$ cat src/rtl/onchip_mem_arb_pkg.sv
// Shared defaults and types for the on-chip memory s2 port arbiter.
package onchip_mem_arb_pkg;

  localparam int ADDR_W_DEF = 14;
  localparam int DATA_W_DEF = 64;
  localparam int RD_LAT_DEF = 1;

  typedef logic req_id_t;

  // Travels alongside each access so read data can be steered to its issuer.
  typedef struct packed {
    logic    is_read;
    req_id_t id;
  } arb_tag_t;

endpackage

$ cat src/rtl/rr_arb2.sv
// Two-way round-robin grant: on conflict, the requester not granted most recently wins.
module rr_arb2
  import onchip_mem_arb_pkg::*;
(
  input  logic       clk_i,
  input  logic       rst_ni,
  input  logic [1:0] valid_i,
  input  logic       advance_i,
  output logic [1:0] grant_o
);

  req_id_t last_grant_q;
  req_id_t last_grant_d;

  always_comb begin
    grant_o = 2'b00;
    case (valid_i)
      2'b01:   grant_o = 2'b01;
      2'b10:   grant_o = 2'b10;
      2'b11:   grant_o = last_grant_q ? 2'b01 : 2'b10;
      default: grant_o = 2'b00;
    endcase
  end

  // The pointer moves only when the grant is actually consumed.
  always_comb begin
    last_grant_d = last_grant_q;
    if (advance_i) last_grant_d = grant_o[1];
  end

  always_ff @(posedge clk_i) begin
    if (!rst_ni) last_grant_q <= 1'b1;
    else         last_grant_q <= last_grant_d;
  end

endmodule

$ cat src/rtl/onchip_mem_s2_arbiter.sv
// Shares on-chip memory port s2 between two requesters with registered strobes and tagged read return.
// Optional transfer/conflict counters are built when ONCHIP_MEM_ARB_STATS_EN is defined.
module onchip_mem_s2_arbiter
  import onchip_mem_arb_pkg::*;
#(
  parameter int ADDR_W = ADDR_W_DEF,
  parameter int DATA_W = DATA_W_DEF,
  parameter int RD_LAT = RD_LAT_DEF,
  localparam int BE_W  = DATA_W / 8
) (
  input  logic              clk_clk,
  input  logic              reset_reset_n,
  input  logic              req0_valid,
  output logic              req0_ready,
  input  logic              req0_write,
  input  logic [ADDR_W-1:0] req0_address,
  input  logic [DATA_W-1:0] req0_writedata,
  input  logic [BE_W-1:0]   req0_byteenable,
  output logic              req0_rvalid,
  output logic [DATA_W-1:0] req0_readdata,
  input  logic              req1_valid,
  output logic              req1_ready,
  input  logic              req1_write,
  input  logic [ADDR_W-1:0] req1_address,
  input  logic [DATA_W-1:0] req1_writedata,
  input  logic [BE_W-1:0]   req1_byteenable,
  output logic              req1_rvalid,
  output logic [DATA_W-1:0] req1_readdata,
  output logic [ADDR_W-1:0] on_chip_mem_s2_address,
  output logic              on_chip_mem_s2_chipselect,
  output logic              on_chip_mem_s2_clken,
  output logic              on_chip_mem_s2_write,
  output logic [DATA_W-1:0] on_chip_mem_s2_writedata,
  output logic [BE_W-1:0]   on_chip_mem_s2_byteenable,
  input  logic [DATA_W-1:0] on_chip_mem_s2_readdata
`ifdef ONCHIP_MEM_ARB_STATS_EN
  ,
  output logic [31:0]       stat_grant0,
  output logic [31:0]       stat_grant1,
  output logic [31:0]       stat_conflict
`endif
);

  // Handshake: a request moves when valid and ready are both 1; ready is
  // combinational from valid and the round-robin pointer, never both high.
  logic [1:0]        valid;
  logic [1:0]        grant;
  logic [1:0]        ready;
  logic              xfer;
  req_id_t           sel;
  logic              sel_write;
  logic [ADDR_W-1:0] sel_addr;
  logic [DATA_W-1:0] sel_wdata;
  logic [BE_W-1:0]   sel_be;

  assign valid = {req1_valid, req0_valid};

  rr_arb2 u_rr (
    .clk_i     (clk_clk),
    .rst_ni    (reset_reset_n),
    .valid_i   (valid),
    .advance_i (xfer),
    .grant_o   (grant)
  );

  assign ready      = grant & {2{reset_reset_n}};
  assign req0_ready = ready[0];
  assign req1_ready = ready[1];
  assign xfer       = |ready;
  assign sel        = ready[1];

  assign sel_write = sel ? req1_write      : req0_write;
  assign sel_addr  = sel ? req1_address    : req0_address;
  assign sel_wdata = sel ? req1_writedata  : req0_writedata;
  assign sel_be    = sel ? req1_byteenable : req0_byteenable;

  logic              cs_q, cs_d;
  logic              wr_q, wr_d;
  logic              clken_q;
  logic [ADDR_W-1:0] addr_q, addr_d;
  logic [DATA_W-1:0] wdata_q, wdata_d;
  logic [BE_W-1:0]   be_q, be_d;

  always_comb begin
    cs_d    = xfer;
    wr_d    = 1'b0;
    addr_d  = addr_q;
    wdata_d = wdata_q;
    be_d    = be_q;
    if (xfer) begin
      wr_d    = sel_write;
      addr_d  = sel_addr;
      wdata_d = sel_wdata;
      be_d    = sel_write ? sel_be : '1;
    end
  end

  always_ff @(posedge clk_clk) begin
    if (!reset_reset_n) begin
      cs_q    <= 1'b0;
      wr_q    <= 1'b0;
      clken_q <= 1'b0;
      addr_q  <= '0;
      wdata_q <= '0;
      be_q    <= '0;
    end else begin
      cs_q    <= cs_d;
      wr_q    <= wr_d;
      clken_q <= 1'b1;
      addr_q  <= addr_d;
      wdata_q <= wdata_d;
      be_q    <= be_d;
    end
  end

  assign on_chip_mem_s2_address    = addr_q;
  assign on_chip_mem_s2_chipselect = cs_q;
  assign on_chip_mem_s2_clken      = clken_q;
  assign on_chip_mem_s2_write      = wr_q;
  assign on_chip_mem_s2_writedata  = wdata_q;
  assign on_chip_mem_s2_byteenable = be_q;

  // Stage 0 lines up with the strobe cycle; stage RD_LAT with the returned data.
  arb_tag_t tag_q [RD_LAT+1];
  arb_tag_t tag_d;

  always_comb begin
    tag_d.is_read = xfer & ~sel_write;
    tag_d.id      = sel;
  end

  always_ff @(posedge clk_clk) begin
    if (!reset_reset_n) begin
      for (int i = 0; i <= RD_LAT; i++) tag_q[i] <= '0;
    end else begin
      tag_q[0] <= tag_d;
      for (int i = 1; i <= RD_LAT; i++) tag_q[i] <= tag_q[i-1];
    end
  end

  assign req0_rvalid   = tag_q[RD_LAT].is_read & ~tag_q[RD_LAT].id;
  assign req1_rvalid   = tag_q[RD_LAT].is_read &  tag_q[RD_LAT].id;
  assign req0_readdata = on_chip_mem_s2_readdata;
  assign req1_readdata = on_chip_mem_s2_readdata;

`ifdef ONCHIP_MEM_ARB_STATS_EN
  logic [31:0] grant0_q, grant1_q, conflict_q;

  always_ff @(posedge clk_clk) begin
    if (!reset_reset_n) begin
      grant0_q   <= '0;
      grant1_q   <= '0;
      conflict_q <= '0;
    end else begin
      if (ready[0] && grant0_q != '1)     grant0_q   <= grant0_q + 32'd1;
      if (ready[1] && grant1_q != '1)     grant1_q   <= grant1_q + 32'd1;
      if ((&valid) && conflict_q != '1)   conflict_q <= conflict_q + 32'd1;
    end
  end

  assign stat_grant0   = grant0_q;
  assign stat_grant1   = grant1_q;
  assign stat_conflict = conflict_q;
`endif

endmodule

$ cat config.mk
export PLATFORM = sky130hd
export DESIGN_NAME = onchip_mem_s2_arbiter
export DESIGN_NICKNAME = d
export VERILOG_FILES = /design/src/rtl/onchip_mem_arb_pkg.sv /design/src/rtl/rr_arb2.sv /design/src/rtl/onchip_mem_s2_arbiter.sv
export SDC_FILE = /design/constraint.sdc
export NUM_CORES = 1
export LEC_CHECK = 0
export ABC_AREA = 1
export CAP_MARGIN = 5
export CORE_AREA = 5 5 176 178
export CTS_BUF_LIST = sky130_fd_sc_hd__clkbuf_16
export CTS_CLUSTER_SIZE = 8
export DETAILED_ROUTE_END_ITERATION = 10
export DIE_AREA = 0 0 181 183
export SETUP_SLACK_MARGIN = 0.3
export SYNTH_ARGS = -nofsm -noshare
export SYNTH_HDL_FRONTEND = slang
export SYNTH_SLANG_ARGS = --single-unit
$ cat constraint.sdc
create_clock -name clk_clk -period 3.95 [get_ports clk_clk]
set_clock_uncertainty 0.2 [all_clocks]
set_input_delay 0.9875 -clock clk_clk [delete_from_list [all_inputs] [get_ports clk_clk]]
set_output_delay 0.9875 -clock clk_clk [all_outputs]
set_load 0.02 [all_outputs]
Word-level counts from Yosys, hierarchy flattened
Memories as Yosys holds them, arrays and structs flattened. Index checks and enable logic that the tools add are counted. Widths: inputs -> output; s select.

Bitwise gates (word level): 8. Reduce and logical (&&, ||, !) cells: 2. Multiplexer cells: 11. Eq/ne operators: 3.

Operators with widths (number): $mux 64 (1); $mux 8 (2); $mux 14 (1); $mux 2 (3); $pmux 2 s3 (1); $eq 2x2->1 const B (2); $and 1x1->1 (3); $mux 1 (3); $and 2x2->2 (1); $eq 2x1->1 const B (1); $not 1->1 (2); $or 1x1->1 (2); $reduce_and 2->1 (1); $reduce_or 2->1 (1).

Memory bits (writable): 4. Memories kept: 1. Flip-flop bits (word level): 90. Input port bits: 242. Output and inout bits: 221.

Memory list: tag_q (depth 2, bits a word 2, read ports 2, clocked after Yosys merged registers in 0, write ports 2, line onchip_mem_s2_arbiter.sv:124) `arb_tag_t tag_q [RD_LAT+1];`.

Depth between registers and ports, before layout
Gate-level depths: netlist of run 1.

Depth in word-level cells: 7. Mapped depth: 10.

By module
Synthesis of run 1 repeated with hierarchy kept, for this count alone.

Cell total of the unflattened synthesis: 787. Area total of the unflattened synthesis: 5310.1 sq um.

By module, submodules not included: onchip_mem_s2_arbiter (instances 1, cells each 777, area an instance 5247.5 sq um); rr_arb2 (instances 1, cells each 10, area an instance 62.6 sq um).

Worst setup path before layout of run 1
OpenSTA, ideal clock, no wires.

Kind: input-to-output. Start point: input reset_reset_n. End point: output req0_ready. Required time: 2763 ps. Cell stages on the path: 4. Setup slack: 1091 ps. Data arrival time: 1671 ps. Path through: buf_4 nand2_1 a21oi_2 buf_2.

Cells in the longest elaborated chain, start to end: 1.

RTL lines: start: declaration (line onchip_mem_s2_arbiter.sv:12) `input logic reset_reset_n,`; $and 2x2->2 (line onchip_mem_s2_arbiter.sv:66) `assign ready = grant & {2{reset_reset_n}};`; end: declaration (line onchip_mem_s2_arbiter.sv:14) `output logic req0_ready,`.

No other way between the ends.

Final worst setup path of run 1
Start point: input req1_valid. End point: output req1_ready.

Cells in the longest elaborated chain, start to end: 3. Elaborated cells between the ends (all ways): 5. Classes of those cells: eq/ne: 3; mux: 1; bitwise: 1.

RTL lines: start: declaration (line onchip_mem_s2_arbiter.sv:21) `input logic req1_valid,`; $eq 2x2->1 or $eq 2x1->1 (tied branches) (line rr_arb2.sv:17) `case (valid_i)`; $pmux 2 s3 (*) (line rr_arb2.sv:17); $and 2x2->2 (*) (line onchip_mem_s2_arbiter.sv:66); end: declaration (line onchip_mem_s2_arbiter.sv:22) `output logic req1_ready,`.

Mark *: on every way between the ends. The rest lies on a longest branch, timed or not.

==> impl_metrics.env, run 1 <==
export IMPL_status="completed"
export IMPL_postCtsSetupBuffers=0
export IMPL_cts_made_buffers=9
export IMPL_hold_path_class="reg -> reg"
export IMPL_power_density_nw_per_um2=343
export IMPL_fp_dieW_um=181
export IMPL_cts_max_level=3
export IMPL_coreArea_um2=29200
export IMPL_nets=1168
export IMPL_critPathMaxFanout=4
export IMPL_synth_warnings=0
export IMPL_vias=5022
export IMPL_final_util=0.261
export IMPL_maxCapViolCount=0
export IMPL_synthAdderAreaFrac=0
export IMPL_start_kind="input port"
export IMPL_drt_iter0_drc=196
export IMPL_vias_per_cell=3.80
export IMPL_ctsRootBufferMaster="clkbuf_16"
export IMPL_grt_pass1_wl_um=31700
export IMPL_ctsHoldBuffers=0
export IMPL_wl_um=21800
export IMPL_max_clock_path_buffers=2
export IMPL_avgSynthCellArea_um2=6.53
export IMPL_grt_overflow=0
export IMPL_synthSimpleGateAreaFrac=0.339
export IMPL_place_congestion=0.771
export IMPL_dr_pass1_iters=4
export IMPL_antenna_found_initial=1
export IMPL_ir_worst_vdd_uv=162
export IMPL_netlist_instances=801
export IMPL_relSlewSlack=0.390
export IMPL_numPortBuffers=270
export IMPL_synth_xor_area_frac=0
export IMPL_hold_viol_final=0
export IMPL_dp_hpwl_um=16600
export IMPL_p_leak_nw=3.64
export IMPL_endpoint_kind="primary output"
export IMPL_rsz0062_at_grt="false"
export IMPL_synth_net_count=1043
export IMPL_ant_nets=0
export IMPL_synthesis_area_um2=5230
export IMPL_required_ps=2760
export IMPL_grt_max_degree=79
export IMPL_syn2layout_area_growth_pct=45.9
export IMPL_crit_type="in -> out"
export IMPL_start_util=0.179
export IMPL_synth_mux_area_frac=0
export IMPL_die_area_um2=33100
export IMPL_fmax_mhz=277
export IMPL_grt_pass1_vias=4997
export IMPL_holdWs_ps=213
export IMPL_grt_usage=0.126
export IMPL_ios=463
export IMPL_period_minus_slack_ps=3610
export IMPL_cts_tree="done"
export IMPL_synth_seq_area_share=0.360
export IMPL_clk_insertion_delay_late_ps=350
export IMPL_die_y_um=183
export IMPL_clk_pin_slew_ps=90
export IMPL_cts_sinks=94
export IMPL_wl_per_cell_um=16.5
export IMPL_setup_tns_ps=0
export IMPL_finalCritPeriodShare=0.915
export IMPL_synth_compound_area_frac=0.0158
export IMPL_synth_top_family_by_area="simple AND/OR/NAND/NOR gates"
export IMPL_drive_above_1_share=0.0333
export IMPL_drc=0
export IMPL_ys_ff_latch=94
export IMPL_diodes=0
export IMPL_finalMaxSlewViolations=0
export IMPL_rows=63
export IMPL_tightest_slew_ps=914
export IMPL_setup_viol=0
export IMPL_synth_cell_types=19
export IMPL_arrival_ps=2430
==> logic make-up after synthesis <==
kind of cell    count (synthesis)
compound gates                 13
buf+inv                       252
flops                          94
simple gates                  442
==> Yosys cell counts <==
library cell | instances | area [µm²]
clkbuf_1 | 5 | 18.8
inv_2 | 1 | 3.75
a21oi_4 | 1 | 16.3
a21oi_2 | 1 | 8.76
a21oi_1 | 2 | 10.0
buf_1 | 8 | 30.0
nand2_4 | 1 | 11.3
dfxtp_1 | 94 | 1880
o21ai_0 | 8 | 40.0
inv_1 | 87 | 327
nand2_1 | 343 | 1290
nand3_1 | 79 | 395
nand2_2 | 1 | 6.26
buf_2 | 14 | 70.1
nor2_1 | 17 | 63.8
o211ai_1 | 1 | 7.51
nand3_2 | 1 | 10.0
buf_6 | 3 | 33.8
buf_4 | 134 | 1010
==> routing by layer <==
metal  GRT usage  vias up  wire length, µm
met1       0.126     2187             7650
met4      0.0651        2             1060
met5     0.00571        -                7
met3      0.0613       64             2320
met2       0.220      259            10800
li1            -     2510                -
==> worst max-delay path: stages <==
cell             delay, ps
clkdlybuf4s50_1        580
nand2_4                 90
a21oi_4                120
clkdlybuf4s50_1        640
==> area by class of cell <==
| class | count | area (µm²) |
|---|---|---|
| Sequential cell | 94 | 1880 |
| Fill cell | 3212 | 21600 |
| Multi-Input combinational cell | 455 | 1860 |
| Clock inverter | 7 | 78.8 |
| Inverter | 88 | 330 |
| Tap cell | 390 | 488 |
| Clock buffer | 9 | 225 |
| Timing Repair Buffer | 278 | 2760 |
==> final timing paths <==
path	start	to	slack, ps	cells past startpoint
setup reg to reg	u_rr.last_grant_q	on_chip_mem_s2_byteenable[1]	1800	7
hold / removal	tag_q[0][1]	tag_q[0][3]	210	2
hold reg to reg	tag_q[0][1]	tag_q[0][3]	210	2
setup / recovery	req1_valid	req1_ready	340	4
==> placed cells by master (no fill, tap or decap) <==
cell type,count
dlygate4sd2_1,1
nand3_2,1
nor2_1,17
clkinv_2,1
nand2_2,1
nand3_1,79
clkdlybuf4s50_1,268
buf_4,9
o21ai_0,8
nand2_1,343
o211ai_1,1
inv_2,1
clkbuf_16,9
dfxtp_1,94
bufinv_16,1
a21oi_4,2
inv_1,87
inv_8,1
a21oi_1,2
inv_6,2
clkinvlp_4,2
nand2_4,1
==> registers in the layout, summed over array words and instances (netlist names) <==
register / cells
on_chip_mem_s2_write: 1
on_chip_mem_s2_writedata: 64
tag_q: 4
on_chip_mem_s2_chipselect: 1
u_rr.last_grant_q: 1
on_chip_mem_s2_address: 14
on_chip_mem_s2_clken: 1
on_chip_mem_s2_byteenable: 8
==> power by group <==
| group | leakage, nW | internal, mW | total [mW] | switching (mW) |
|---|---|---|---|---|
| sequential | 0.773 | 1.01 | 1.04 | 0.0328 |
| combinational | 2.72 | 0.325 | 0.617 | 0.293 |
| clock | 0.144 | 0.501 | 0.954 | 0.453 |
| total | 3.64 | 1.84 | 2.62 | 0.778 |
==> per-stage QoR <==
step	setup WS, ps	power [mW]	instances	cell area, µm²
global route	300	2.77	1321	7630
global placement	264	1.69	1305	7320
CTS	333	2.68	1321	7630
detailed placement	266	1.69	1305	7320
floorplan	1090	1.52	801	5230
finish	336	2.62	1321	7630
==> timing repair <==
action	4_1_cts	5_1_grt
endpoints found under the hold margin	0	0
endpoints found under the setup margin	1	0
resized for setup	1	0
Note: power is estimated with default switching activity, not from simulation.
==> run 2, diff against run 1 <==
--- a/config.mk
+++ b/config.mk
@@ -7,12 +7,13 @@
 export LEC_CHECK = 0
 export ABC_AREA = 1
 export CAP_MARGIN = 5
-export CORE_AREA = 5 5 176 178
+export CORE_AREA = 5 5 178 180
 export CTS_BUF_LIST = sky130_fd_sc_hd__clkbuf_16
 export CTS_CLUSTER_SIZE = 8
 export DETAILED_ROUTE_END_ITERATION = 10
-export DIE_AREA = 0 0 181 183
+export DIE_AREA = 0 0 183 185
 export SETUP_SLACK_MARGIN = 0.3
 export SYNTH_ARGS = -nofsm -noshare
 export SYNTH_HDL_FRONTEND = slang
+export SYNTH_HIERARCHICAL = 1
 export SYNTH_SLANG_ARGS = --single-unit
==> run 2 against run 1 <==
Routed wire length down 14%. Critical endpoint is now req0_ready. Setup slack better by 230 ps. Hold slack better by 3.9 ps. Cell area up 1.3%. Sequential power about the same. Synthesized cell count down 1.7%. Sequential cell count unchanged. Register-to-register slack worse by 250 ps. Global-route usage down 1.9 points. Clock power down 0.8%. Critical path depth up 1. Clock-buffer cell count unchanged.
==> impl_metrics.env, run 2 <==
export IMPL_place_congestion=0.745
export IMPL_syn2layout_area_growth_pct=45.5
export IMPL_reg2reg_setup_slack_ps=1550
export IMPL_synth_edff_count=0
export IMPL_cts_tree="done"
export IMPL_setup_worst_path_end="req0_ready"
export IMPL_hold_path_class="reg -> reg"
export IMPL_ctsRootBufferMaster="clkbuf_16"
export IMPL_vias_per_cell=3.89
export IMPL_wl_um=18800
export IMPL_maxCapViolCount=0
export IMPL_coreArea_um2=30000
export IMPL_antenna_found_initial=0
export IMPL_endpoint_kind="primary output"
export IMPL_avgSynthCellArea_um2=6.75
export IMPL_finalMaxSlewViolations=0
export IMPL_p_leak_nw=3.47
export IMPL_dr_pass1_iters=4
export IMPL_ir_worst_vdd_uv=147
export IMPL_diodes=0
export IMPL_drive_above_1_share=0.0318
export IMPL_critPathMaxFanout=2
export IMPL_synth_largest_type_area_fraction=0.354
export IMPL_cts_sinks=94
export IMPL_final_cell_mix="clkdlybuf4s50_1 (267), nand2_1 (195), inv_1 (106)"
export IMPL_wl_per_cell_um=14.4
export IMPL_cts_made_buffers=9
export IMPL_numPortBuffers=270
export IMPL_mostFrequentLayoutCell="clkdlybuf4s50_1"
export IMPL_clk_pin_slew_ps=70
export IMPL_synth_area_leaders="dfxtp_1 (35%), buf_4 (19%), nand2_1 (14%)"
export IMPL_ys_top_cells_by_count="nand2_1 (195), buf_4 (135), inv_1 (103)"
export IMPL_start_util=0.177
export IMPL_synth_cell_types=21
export IMPL_nets=1149
export IMPL_fp_dieW_um=183
export IMPL_netlist_instances=787
export IMPL_relSlewSlack=0.511
export IMPL_period_minus_slack_ps=3390
export IMPL_grt_pass1_wl_um=28300
export IMPL_die_y_um=185
export IMPL_rows=64
export IMPL_grt_usage=0.108
export IMPL_start_kind="input port"
export IMPL_ant_nets=0
export IMPL_async_flop_share=0
export IMPL_die_area_um2=33900
export IMPL_rr_worst_depth=11
export IMPL_ys_flop_type="dfxtp_1"
export IMPL_synth_net_count=1029
export IMPL_hold_viol_final=0
export IMPL_setup_viol=0
export IMPL_synthesis_area_um2=5310
export IMPL_clk_insertion_delay_late_ps=350
export IMPL_drc=0
export IMPL_r2r_start="u_rr/last_grant_q"
export IMPL_required_ps=2760
export IMPL_largest_reg_flops=64
export IMPL_setup_tns_ps=0
export IMPL_status="completed"
export IMPL_fill_cells=3359
export IMPL_tightest_slew_ps=733
export IMPL_finalCritPeriodShare=0.858
export IMPL_ys_ff_latch=94
export IMPL_rsz0062_at_grt="false"
export IMPL_fmax_mhz=295
export IMPL_dp_hpwl_um=14000
export IMPL_final_area_um2=7720
export IMPL_grt_overflow=0
export IMPL_r2r_end="on_chip_mem_s2_writedata[28]"
export IMPL_synth_seq_area_share=0.354
export IMPL_drt_iter0_drc=171
export IMPL_crit_type="in -> out"
export IMPL_power_density_nw_per_um2=347
export IMPL_synth_warnings=6
export IMPL_grt_max_degree=87
export IMPL_max_clock_path_buffers=2
export IMPL_synth_most_common_cell="nand2_1"
export IMPL_dpl_cell_area_um2=7420
export IMPL_vias=5088
export IMPL_ios=463
export IMPL_critPathLaunch="req0_valid"
export IMPL_grt_pass1_vias=5050
export IMPL_synth_largest_area_cell="dfxtp_1"
export IMPL_cts_max_level=3
export IMPL_arrival_ps=2200
-- run 2: final cells by class --
type | instances | area (µm²) | share of cell area
Clock inverter | 7 | 82.6 | 0.0107
Tap cell | 396 | 495 | 0.0642
Inverter | 107 | 402 | 0.0520
Sequential cell | 94 | 1880 | 0.244
Clock buffer | 9 | 225 | 0.0292
Multi-Input combinational cell | 414 | 1850 | 0.239
Timing Repair Buffer | 281 | 2790 | 0.361
-- run 2: logic make-up (layout without fill, tap and decap cells) --
family	after synthesis	after routing	share of synthesized area
buffers and inverters	279	404	0.298
and+or+nand+nor	293	293	0.233
AOI/OAI and AO/OA	121	121	0.115
DFF	94	94	0.354
-- run 2: worst min path at each step --
stage          cells past startpoint   startpoint          end  slack [ps]
3_3_place_gp                       2  tag_q[0][0]  tag_q[0][2]         200
3_5_place_dp                       2  tag_q[0][0]  tag_q[0][2]         200
4_1_cts                            2  tag_q[0][0]  tag_q[0][2]         220
2_1_floorplan                      2  tag_q[0][0]  tag_q[0][2]         190
6_report                           2  tag_q[0][0]  tag_q[0][2]         220
5_1_grt                            2  tag_q[0][0]  tag_q[0][2]         240
-- run 2: stage by stage --
stage                     hold slack (ps)  cells  utilization  setup slack (ps)  power (mW)
after floorplan                       190    787            -              1140        1.57
after global placement                202   1292        0.247               211        1.76
after detailed placement              203   1292        0.247               230        1.77
after CTS                             219   1308        0.257               502        2.75
after global routing                  245   1308        0.257               496        2.84
final                                 217   1308        0.257               562        2.68
-- run 2: critical path, cell delays in order --
cell	delay [ps]
clkdlybuf4s50_1	470
a21boi_1	160
nand2_1	130
clkinv_1	80
dlygate4sd2_1	370
-- run 2: power by group --
part | total [mW] | internal [mW] | switching (mW)
Combinational | 0.680 | 0.350 | 0.330
Clock | 0.946 | 0.547 | 0.399
Sequential | 1.06 | 1.02 | 0.0352
-- run 2: repair_timing --
action	4_1_cts	5_1_grt
gates resized for setup	2	0
endpoints found under the setup margin	2	0
setup buffers	0	0
hold buffers	0	0
-- run 2: routing by layer --
layer,share of wire,GRT usage,vias up
li1,-,-,2559
met1,0.37,0.114,2224
met2,0.47,0.178,231
met3,0.11,0.0483,74
met4,0.045,0.0629,0
met5,0,0,-
==> run 3, diff against run 2 <==
--- a/config.mk
+++ b/config.mk
@@ -12,7 +12,6 @@
 export CTS_CLUSTER_SIZE = 8
 export DETAILED_ROUTE_END_ITERATION = 10
 export DIE_AREA = 0 0 183 185
-export SETUP_SLACK_MARGIN = 0.3
 export SYNTH_ARGS = -nofsm -noshare
 export SYNTH_HDL_FRONTEND = slang
 export SYNTH_HIERARCHICAL = 1
==> run 3 against run 2 <==
Non-clock buffer count did not move. Setup slack got worse by 270 ps. Core utilization barely moved. Hold slack did not move. Die area did not move. Final cell count did not move. Largest cell class unchanged. Critical path depth did not move. Highest routed layer unchanged. Register-to-register slack barely moved. Maximum frequency fell by 7.5%. Largest power group unchanged. Combinational power barely moved.
==> impl_metrics.env, run 3 (same netlist as run 2, synthesis figures left out) <==
export IMPL_finalCritPeriodShare=0.927
export IMPL_grt_pass1_vias=5050
export IMPL_grt_overflow=0
export IMPL_cts_sinks=94
export IMPL_finalMaxSlewViolations=0
export IMPL_diodes=0
export IMPL_fmax_mhz=273
export IMPL_ir_worst_vdd_uv=147
export IMPL_power_total_mw=2.68
export IMPL_fill_cells=3357
export IMPL_wl_um=18800
export IMPL_period_minus_slack_ps=3660
export IMPL_ios=463
export IMPL_clk_insertion_delay_late_ps=350
export IMPL_seq_area_um2=1880
export IMPL_postCtsSetupBuffers=0
export IMPL_fin_cells=1308
export IMPL_grt_max_degree=87
export IMPL_sw_frac_of_total=0.285
export IMPL_setup_viol=0
export IMPL_critPathMaxFanout=2
export IMPL_mostFrequentLayoutCell="clkdlybuf4s50_1"
export IMPL_ctsHoldBuffers=0
export IMPL_hold_viol_final=0
export IMPL_ctsRootBufferMaster="clkbuf_16"
export IMPL_dr_pass1_iters=4
export IMPL_cts_made_buffers=9
export IMPL_vias=5088
export IMPL_cts_max_level=3
export IMPL_rsz0062_at_grt="false"
export IMPL_wl_per_cell_um=14.4
export IMPL_coreArea_um2=30000
export IMPL_clkPwrFrac=0.353
export IMPL_clk_pin_slew_ps=70
export IMPL_rows=64
export IMPL_setup_tns_ps=0
export IMPL_power_density_nw_per_um2=347
export IMPL_multi_input_area_um2=1850
export IMPL_numPortBuffers=270
export IMPL_status="completed"
export IMPL_pwr_share_comb=0.254
export IMPL_drt_iter0_drc=170
export IMPL_place_congestion=0.745
export IMPL_p_leak_nw=3.47
export IMPL_endpoint_kind="primary output"
export IMPL_maxCapViolCount=0
export IMPL_crit_type="in -> out"
export IMPL_largest_reg_flops=64
export IMPL_drc=0
export IMPL_nets=1149
export IMPL_final_cell_mix="clkdlybuf4s50_1 (269), nand2_1 (195), inv_1 (106)"
export IMPL_hold_path_class="reg -> reg"
export IMPL_die_y_um=185
export IMPL_ant_nets=0
export IMPL_start_kind="input port"
export IMPL_grt_usage=0.108
export IMPL_cts_tree="done"
export IMPL_place_inst=1292
export IMPL_max_clock_path_buffers=2
export IMPL_grt_pass1_wl_um=28300
export IMPL_tightest_slew_ps=733
export IMPL_die_area_um2=33900
export IMPL_vias_per_cell=3.89
export IMPL_seqPwrFrac=0.394
export IMPL_switchingPower_mw=0.764
export IMPL_fp_dieW_um=183
export IMPL_syn2layout_area_growth_pct=45.5
export IMPL_required_ps=2760
export IMPL_relSlewSlack=0.511
export IMPL_antenna_found_initial=0
export IMPL_p_int_mw=1.92
export IMPL_cts_resized=0
export IMPL_drive_above_1_share=0.0318
export IMPL_arrival_ps=2470
export IMPL_start_util=0.177
export IMPL_dp_hpwl_um=14000
==> run 3: cell count changes in the layout (fill, tap and decap cells not counted) <==
cell / previous run / this run
clkdlybuf4s50_1: 267 / 269
dlygate4sd2_1: 2 / 0
==> run 3: per-layer routing <==
metal  GRT usage  part of all wire
met4      0.0629             0.045
met2       0.178              0.47
met1       0.114              0.37
met3      0.0483              0.11
met5           0                 0
==> run 3: area by class of cell <==
type,instances,share of cell area
clock buffer,9,0.0291
timing repair buffer,281,0.361
clock inverter,7,0.0107
sequential,94,0.244
multi-input combinational,414,0.239
tap,396,0.0641
inverter,107,0.0520
==> run 3: worst max-delay path: stages <==
cell,delay [ps]
clkdlybuf4s50_1,470
a21boi_1,160
nand2_1,130
clkinv_1,80
clkdlybuf4s50_1,640
==> run 3: power groups by stage <==
stage	Combinational, mW	Clock (mW)	Sequential, mW
6_report	0.681	0.946	1.06
4_1_cts	0.696	0.997	1.06
5_1_grt	0.745	1.03	1.06
2_1_floorplan	0.407	0	1.16
3_5_place_dp	0.694	0	1.08
3_3_place_gp	0.687	0	1.07
==> run 3: metrics by stage <==
step                      cell area [µm²]  setup WS (ps)   util  hold slack [ps]
final                                7730            289  0.257              217
after global routing                 7730            224  0.257              245
after CTS                            7730            230  0.257              219
after floorplan                      5310           1140      -              190
after detailed placement             7420            230  0.247              203
after global placement               7420            211  0.247              202
==> run 3: final timing paths <==
check	from	end	slack (ps)	cells after the start
hold / removal	tag_q[0][0]	tag_q[0][2]	220	2
setup reg to reg	u_rr/last_grant_q	on_chip_mem_s2_writedata[28]	1550	11
hold reg to reg	tag_q[0][0]	tag_q[0][2]	220	2
setup / recovery	req0_valid	req0_ready	290	5
